$ cat config.mk
export PLATFORM = sky130hd
export DESIGN_NAME = mem_port_arbiter
export DESIGN_NICKNAME = d
export VERILOG_FILES = /design/src/rtl/mem_port_arbiter.sv
export SDC_FILE = /design/constraint.sdc
export NUM_CORES = 1
export LEC_CHECK = 0
export ABC_AREA = 1
export CAP_MARGIN = 15
export CORE_ASPECT_RATIO = 2
export CORE_UTILIZATION = 35
export CTS_BUF_LIST = sky130_fd_sc_hd__clkbuf_16
export CTS_CLUSTER_DIAMETER = 60
export DETAILED_ROUTE_END_ITERATION = 10
export HOLD_SLACK_MARGIN = 0.06
export PLACE_DENSITY = 0.79
export SLEW_MARGIN = 20
export SYNTH_ARGS = -nofsm -noshare
export SYNTH_HDL_FRONTEND = slang
export SYNTH_SLANG_ARGS = --single-unit
$ cat constraint.sdc
create_clock -name clk -period 1.8 [get_ports clk]
set_input_delay 0.54 -clock clk [delete_from_list [all_inputs] [get_ports clk]]
set_output_delay 0.54 -clock clk [all_outputs]
set_load 0.005 [all_outputs]
$ cat src/rtl/mem_port_arbiter.sv
// mem_port_arbiter: shares one single-ported memory between the fetch (IF) and load/store (DM) ports
// Optional watchdog: define MEMARB_TIMEOUT_EN to abort accesses left without mem_ack for TIMEOUT cycles.
// Ports: clk, n_rst (sync, active-low)
//   IF side : if_req, if_addr -> if_ack, if_rdata
//   DM side : dm_req, dm_we, dm_addr, dm_wdata -> dm_ack, dm_rdata
//   memory  : mem_req, mem_we, mem_addr, mem_wdata -> mem_ack, mem_rdata
//   status  : stall_if, stall_mem, err
module mem_port_arbiter #(
  parameter int AW = 32,
  parameter int DW = 32,
  parameter int STARVE_MAX = 4,
  parameter int TIMEOUT = 16
) (
  input  logic          clk,
  input  logic          n_rst,
  input  logic          if_req,
  input  logic [AW-1:0] if_addr,
  output logic          if_ack,
  output logic [DW-1:0] if_rdata,
  input  logic          dm_req,
  input  logic          dm_we,
  input  logic [AW-1:0] dm_addr,
  input  logic [DW-1:0] dm_wdata,
  output logic          dm_ack,
  output logic [DW-1:0] dm_rdata,
  output logic          mem_req,
  output logic          mem_we,
  output logic [AW-1:0] mem_addr,
  output logic [DW-1:0] mem_wdata,
  input  logic          mem_ack,
  input  logic [DW-1:0] mem_rdata,
  output logic          stall_if,
  output logic          stall_mem,
  output logic          err
);
  localparam int SW = $clog2(STARVE_MAX + 1);
  localparam logic [SW-1:0] SMAX = SW'(STARVE_MAX);
  if (STARVE_MAX < 1 || TIMEOUT < 1) begin : g_bad_cfg
    $error("STARVE_MAX and TIMEOUT must be >= 1");
  end
  typedef enum logic [1:0] {IDLE, GNT_IF, GNT_DM} state_t;
  state_t state, state_nx;
  logic [SW-1:0] starve_cnt, starve_nx;
  logic mem_req_nx, mem_we_nx, if_ack_nx, dm_ack_nx, dm_win, done;
  logic [AW-1:0] mem_addr_nx;
  logic [DW-1:0] mem_wdata_nx, if_rdata_nx, dm_rdata_nx, rdata_in;
`ifdef MEMARB_TIMEOUT_EN
  localparam int WW = $clog2(TIMEOUT + 1);
  localparam logic [WW-1:0] WLAST = WW'(TIMEOUT - 1);
  logic [WW-1:0] wd, wd_nx;
  logic err_nx;
  assign done = mem_ack | (wd == WLAST);
  assign rdata_in = mem_ack ? mem_rdata : DW'(32'hDEADBEEF);
`else
  assign done = mem_ack;
  assign rdata_in = mem_rdata;
  assign err = 1'b0;
`endif
  // DM has priority unless IF has already been passed over STARVE_MAX times in a row
  assign dm_win = dm_req & (~if_req | (starve_cnt < SMAX));
  assign stall_if = if_req & ~if_ack;
  assign stall_mem = dm_req & ~dm_ack;
  always_comb begin
    state_nx = state;
    starve_nx = starve_cnt;
    mem_req_nx = mem_req;
    mem_we_nx = mem_we;
    mem_addr_nx = mem_addr;
    mem_wdata_nx = mem_wdata;
    if_ack_nx = 1'b0;
    dm_ack_nx = 1'b0;
    if_rdata_nx = if_rdata;
    dm_rdata_nx = dm_rdata;
`ifdef MEMARB_TIMEOUT_EN
    wd_nx = wd;
    err_nx = err;
`endif
    if (state == IDLE) begin
      // the cycle carrying an ack pulse is a bubble: no arbitration
      if (~if_ack & ~dm_ack & (dm_win | if_req)) begin
        state_nx = dm_win ? GNT_DM : GNT_IF;
        mem_req_nx = 1'b1;
        mem_we_nx = dm_win & dm_we;
        mem_addr_nx = dm_win ? dm_addr : if_addr;
        mem_wdata_nx = dm_win ? dm_wdata : '0;
        starve_nx = ~dm_win ? '0 : (if_req ? starve_cnt + 1'b1 : starve_cnt);
`ifdef MEMARB_TIMEOUT_EN
        wd_nx = '0;
`endif
      end
    end else if (done) begin
      state_nx = IDLE;
      mem_req_nx = 1'b0;
      if_ack_nx = state == GNT_IF;
      dm_ack_nx = state != GNT_IF;
      if_rdata_nx = state == GNT_IF ? rdata_in : if_rdata;
      dm_rdata_nx = state != GNT_IF ? rdata_in : dm_rdata;
`ifdef MEMARB_TIMEOUT_EN
      err_nx = err | ~mem_ack;
`endif
    end else begin
`ifdef MEMARB_TIMEOUT_EN
      wd_nx = wd + 1'b1;
`endif
    end
  end
  always_ff @(posedge clk) begin
    if (!n_rst) begin
      state <= IDLE;
      starve_cnt <= '0;
      mem_req <= 1'b0;
      mem_we <= 1'b0;
      mem_addr <= '0;
      mem_wdata <= '0;
      if_ack <= 1'b0;
      dm_ack <= 1'b0;
      if_rdata <= '0;
      dm_rdata <= '0;
    end else begin
      state <= state_nx;
      starve_cnt <= starve_nx;
      mem_req <= mem_req_nx;
      mem_we <= mem_we_nx;
      mem_addr <= mem_addr_nx;
      mem_wdata <= mem_wdata_nx;
      if_ack <= if_ack_nx;
      dm_ack <= dm_ack_nx;
      if_rdata <= if_rdata_nx;
      dm_rdata <= dm_rdata_nx;
    end
  end
`ifdef MEMARB_TIMEOUT_EN
  always_ff @(posedge clk) begin
    if (!n_rst) begin
      wd <= '0;
      err <= 1'b0;
    end else begin
      wd <= wd_nx;
      err <= err_nx;
    end
  end
`endif
endmodule

==> results.json <==
{
  "globalRouteTotalUtil_pct": 22.5,
  "vias": 6351,
  "fp.dieH_microns": 185,
  "numCtsBuffers": 17,
  "path_cells": "dlygate4sd2_1",
  "core.rowCount": 66,
  "final_area_sq_um": 9260,
  "final_cell_count_no_fill": 1364,
  "clockPowerShare_pct": 38.1,
  "holdWs_ns": 0.454,
  "tns_ns": 0,
  "netlist_area_sq_um": 5830,
  "cp.required_ns": 1.26,
  "cp_max_fo": 2,
  "grt_pass1_vias": 6150,
  "clkLatencyLatePin_ns": 0.42,
  "slowest_stage": "dfxtp_1",
  "cts_buffer_depth": 2,
  "worst-path-buf-inv": 1,
  "p_sw_share_pct": 27.8,
  "post-cts-setup-buffers": 0,
  "synthAdderAreaFrac_pct": 0.215,
  "async_reset_ff_share_pct": 0,
  "wl_microns": 19100,
  "netSwitchingPower_mw": 2.30,
  "synth_nets": 1024,
  "pwr_density_cell_nw_per_um2": 891,
  "vdd_drop_max_mv": 0.647,
  "worstRegToRegCells": 7,
  "remaining_drc_errors": 0,
  "viasPerCell": 4.66,
  "root_buffer": "clkbuf_16",
  "period_share_pct": 87.9,
  "finalClockSkew_ns": 0.0105,
  "synth.top_cell.area_share_pct": 47.0,
  "cp-end-kind": "output pin",
  "grt_pass1_wl_microns": 29600,
  "synth_simple_gate_area_share_pct": 32.6,
  "gr-total-overflow": 0,
  "status": "completed",
  "path_clk_slew_ns": 0.06,
  "rr_endpoint": "mem_addr[1]",
  "seq_area_frac_synth_pct": 47.0,
  "cts_max_level": 4,
  "die_w_microns": 93.3,
  "critPathArrivalTime_ns": 1.04,
  "port_buffers": 267,
  "dr.pass1.iters": 4,
  "wire_per_inst_microns": 14.0,
  "p_seq_share_pct": 41.0,
  "rrSetupSlack_ns": 0.31,
  "placed_area_sq_um": 8890,
  "die_area_sq_um": 17200,
  "grt_max_degree": 51,
  "drt_iter0_drc": 166,
  "finalMaxSlewViolations": 0,
  "min_period_ns": 1.58,
  "start_util_pct": 35.8,
  "coreArea_sq_um": 16300,
  "synth_top_family_by_area": "simple AND/OR/NAND/NOR gates",
  "place_congestion": 0.866,
  "ys.flop_type": "dfxtp_1",
  "drive_gt1_share_pct": 6.64,
  "cts_sinks": 137,
  "r2r_start": "if_ack",
  "hold_buffers": 0,
  "synth_commonest_cells": "nand2_1 (271), nor2_1 (141), dfxtp_1 (137)",
  "crit_path_max_incr_delay_ns": 0.33,
  "synth-edff-count": 0,
  "area_growth_pct": 58.9,
  "synthTopCellsByArea": "dfxtp_1 (47%), nand2_1 (17%), nor2_1 (9.1%)",
  "worstSetupStartpointType": "flip-flop",
  "synth.most_common_cell": "nand2_1",
  "yosys.area_share.xor_xnor_pct": 0,
  "synth.mux.area_fraction_pct": 0,
  "ys_warn_count": 0,
  "leakage_nw": 4.62,
  "path_class": "flip-flop to output pin",
  "fin_nets": 1283,
  "drv_cap": 0,
  "num_antenna_cells": 0,
  "syn_inst": 889,
  "intPower_mw": 5.95,
  "cp-startpoint": "if_rdata[8]",
  "placed_cells": 1333,
  "io_pins": 269,
  "cp_num_cells": 1,
  "postRouteAntennaNets": 0,
  "ys_ff_latch": 137,
  "synth_top_area_cell": "dfxtp_1",
  "grt_setup_unrepaired": "no",
  "setup_slack_ns": 0.218,
  "synth_area_per_cell_sq_um": 6.56,
  "max_freq_mhz": 632,
  "endpoint": "if_rdata[8]",
  "pre_cts_slack_ns": -0.452,
  "dpl.hpwl_microns": 13900,
  "setup_viol": 0,
  "yosysUniqueCellTypes": 16,
  "critPathTopFamily": "flip-flops",
  "hold_path.class": "flip-flop to flip-flop",
  "antenna_found_initial": 0,
  "synth-compound-area-share_pct": 8.80,
  "p_comb_share_pct": 20.9,
  "cts_tree": "built",
  "hold_viol_final": 0
}
registers in the layout, indices dropped and copies added, names as in the netlist:
| signal | cells |
|---|---|
| if_ack | 1 |
| dm_ack | 1 |
| state | 2 |
| mem_we | 1 |
| mem_wdata | 32 |
| mem_req | 1 |
| if_rdata | 32 |
| dm_rdata | 32 |
| mem_addr | 32 |
| starve_cnt | 3 |
worst min path at each step:
| stage | start | slack (ns) | endpoint | cells after the start |
|---|---|---|---|---|
| after CTS | dm_rdata[27] | 0.46 | dm_rdata[27] | 2 |
| final | dm_rdata[27] | 0.45 | dm_rdata[27] | 2 |
| after detailed placement | dm_rdata[27] | 0.45 | dm_rdata[27] | 2 |
| after global placement | dm_rdata[30] | 0.45 | dm_rdata[30] | 2 |
| after floorplan | starve_cnt[2] | 0.44 | starve_cnt[2] | 2 |
| after global routing | dm_rdata[27] | 0.47 | dm_rdata[27] | 2 |
cells by family (layout without fill, tap and decap cells):
family	after synthesis	in the layout
AO/OA/AOI/OAI	102	102
adder cells (fa/ha/maj)	1	1
buffers and inverters	166	437
flip-flops	137	137
other	1	1
AND/OR/NAND/NOR	482	482
per-stage QoR:
step / total power, mW / utilization [%]
5_1_grt: 8.69 / 56.9
4_1_cts: 8.36 / 56.9
6_report: 8.25 / 56.9
3_3_place_gp: 5.29 / 54.6
2_1_floorplan: 4.26 / -
3_5_place_dp: 5.33 / 54.6
per-layer routing:
layer | GRT usage, % | part of all wire, % | up-vias
met5 | 0 | 0 | -
met4 | 15.5 | 5.3 | 0
met3 | 4.99 | 5.1 | 61
met2 | 41.9 | 54 | 226
met1 | 21.2 | 35 | 2855
li1 | - | - | 3209
layout by cell type (no fill, tap or decap), types with 2 or more instances in the layout:
| master | netlist | layout |
|---|---|---|
| a21oi_1 | 99 | 99 |
| buf_12 | 0 | 10 |
| buf_2 | 11 | 2 |
| buf_4 | 5 | 22 |
| clkbuf_16 | 0 | 17 |
| clkdlybuf4s50_1 | 0 | 131 |
| clkinv_1 | 0 | 2 |
| clkinv_2 | 0 | 7 |
| clkinvlp_4 | 0 | 2 |
| dfxtp_1 | 137 | 128 |
| dfxtp_2 | 0 | 9 |
| dlygate4sd2_1 | 0 | 129 |
| dlymetal6s2s_1 | 0 | 5 |
| inv_1 | 107 | 108 |
| nand2_1 | 271 | 270 |
| nand3_1 | 66 | 65 |
| nor2_1 | 141 | 140 |
| nor2_2 | 3 | 3 |
| o21ai_0 | 2 | 2 |
what timing repair did:
item,CTS,global route
setup endpoints to repair,132,5
pin swaps,0,1
gates resized for setup,146,6
power by group through the flow:
stage	Combinational [mW]	Clock (mW)	Sequential, mW
2_1_floorplan	0.797	0	3.46
3_3_place_gp	1.85	0	3.44
3_5_place_dp	1.88	0	3.45
4_1_cts	1.74	3.23	3.38
5_1_grt	1.93	3.36	3.40
6_report	1.73	3.14	3.38
cell type report:
class                           instances  area [sq um]
Clock buffer                           17           425
Clock inverter                         14          93.8
Fill cell                            1560          7010
Inverter                              107           403
Multi-Input combinational cell        586          2450
Sequential cell                       137          2750
Tap cell                              204           255
Timing Repair Buffer                  299          2880
No activity file was read; power rests on OpenSTA's default activity.
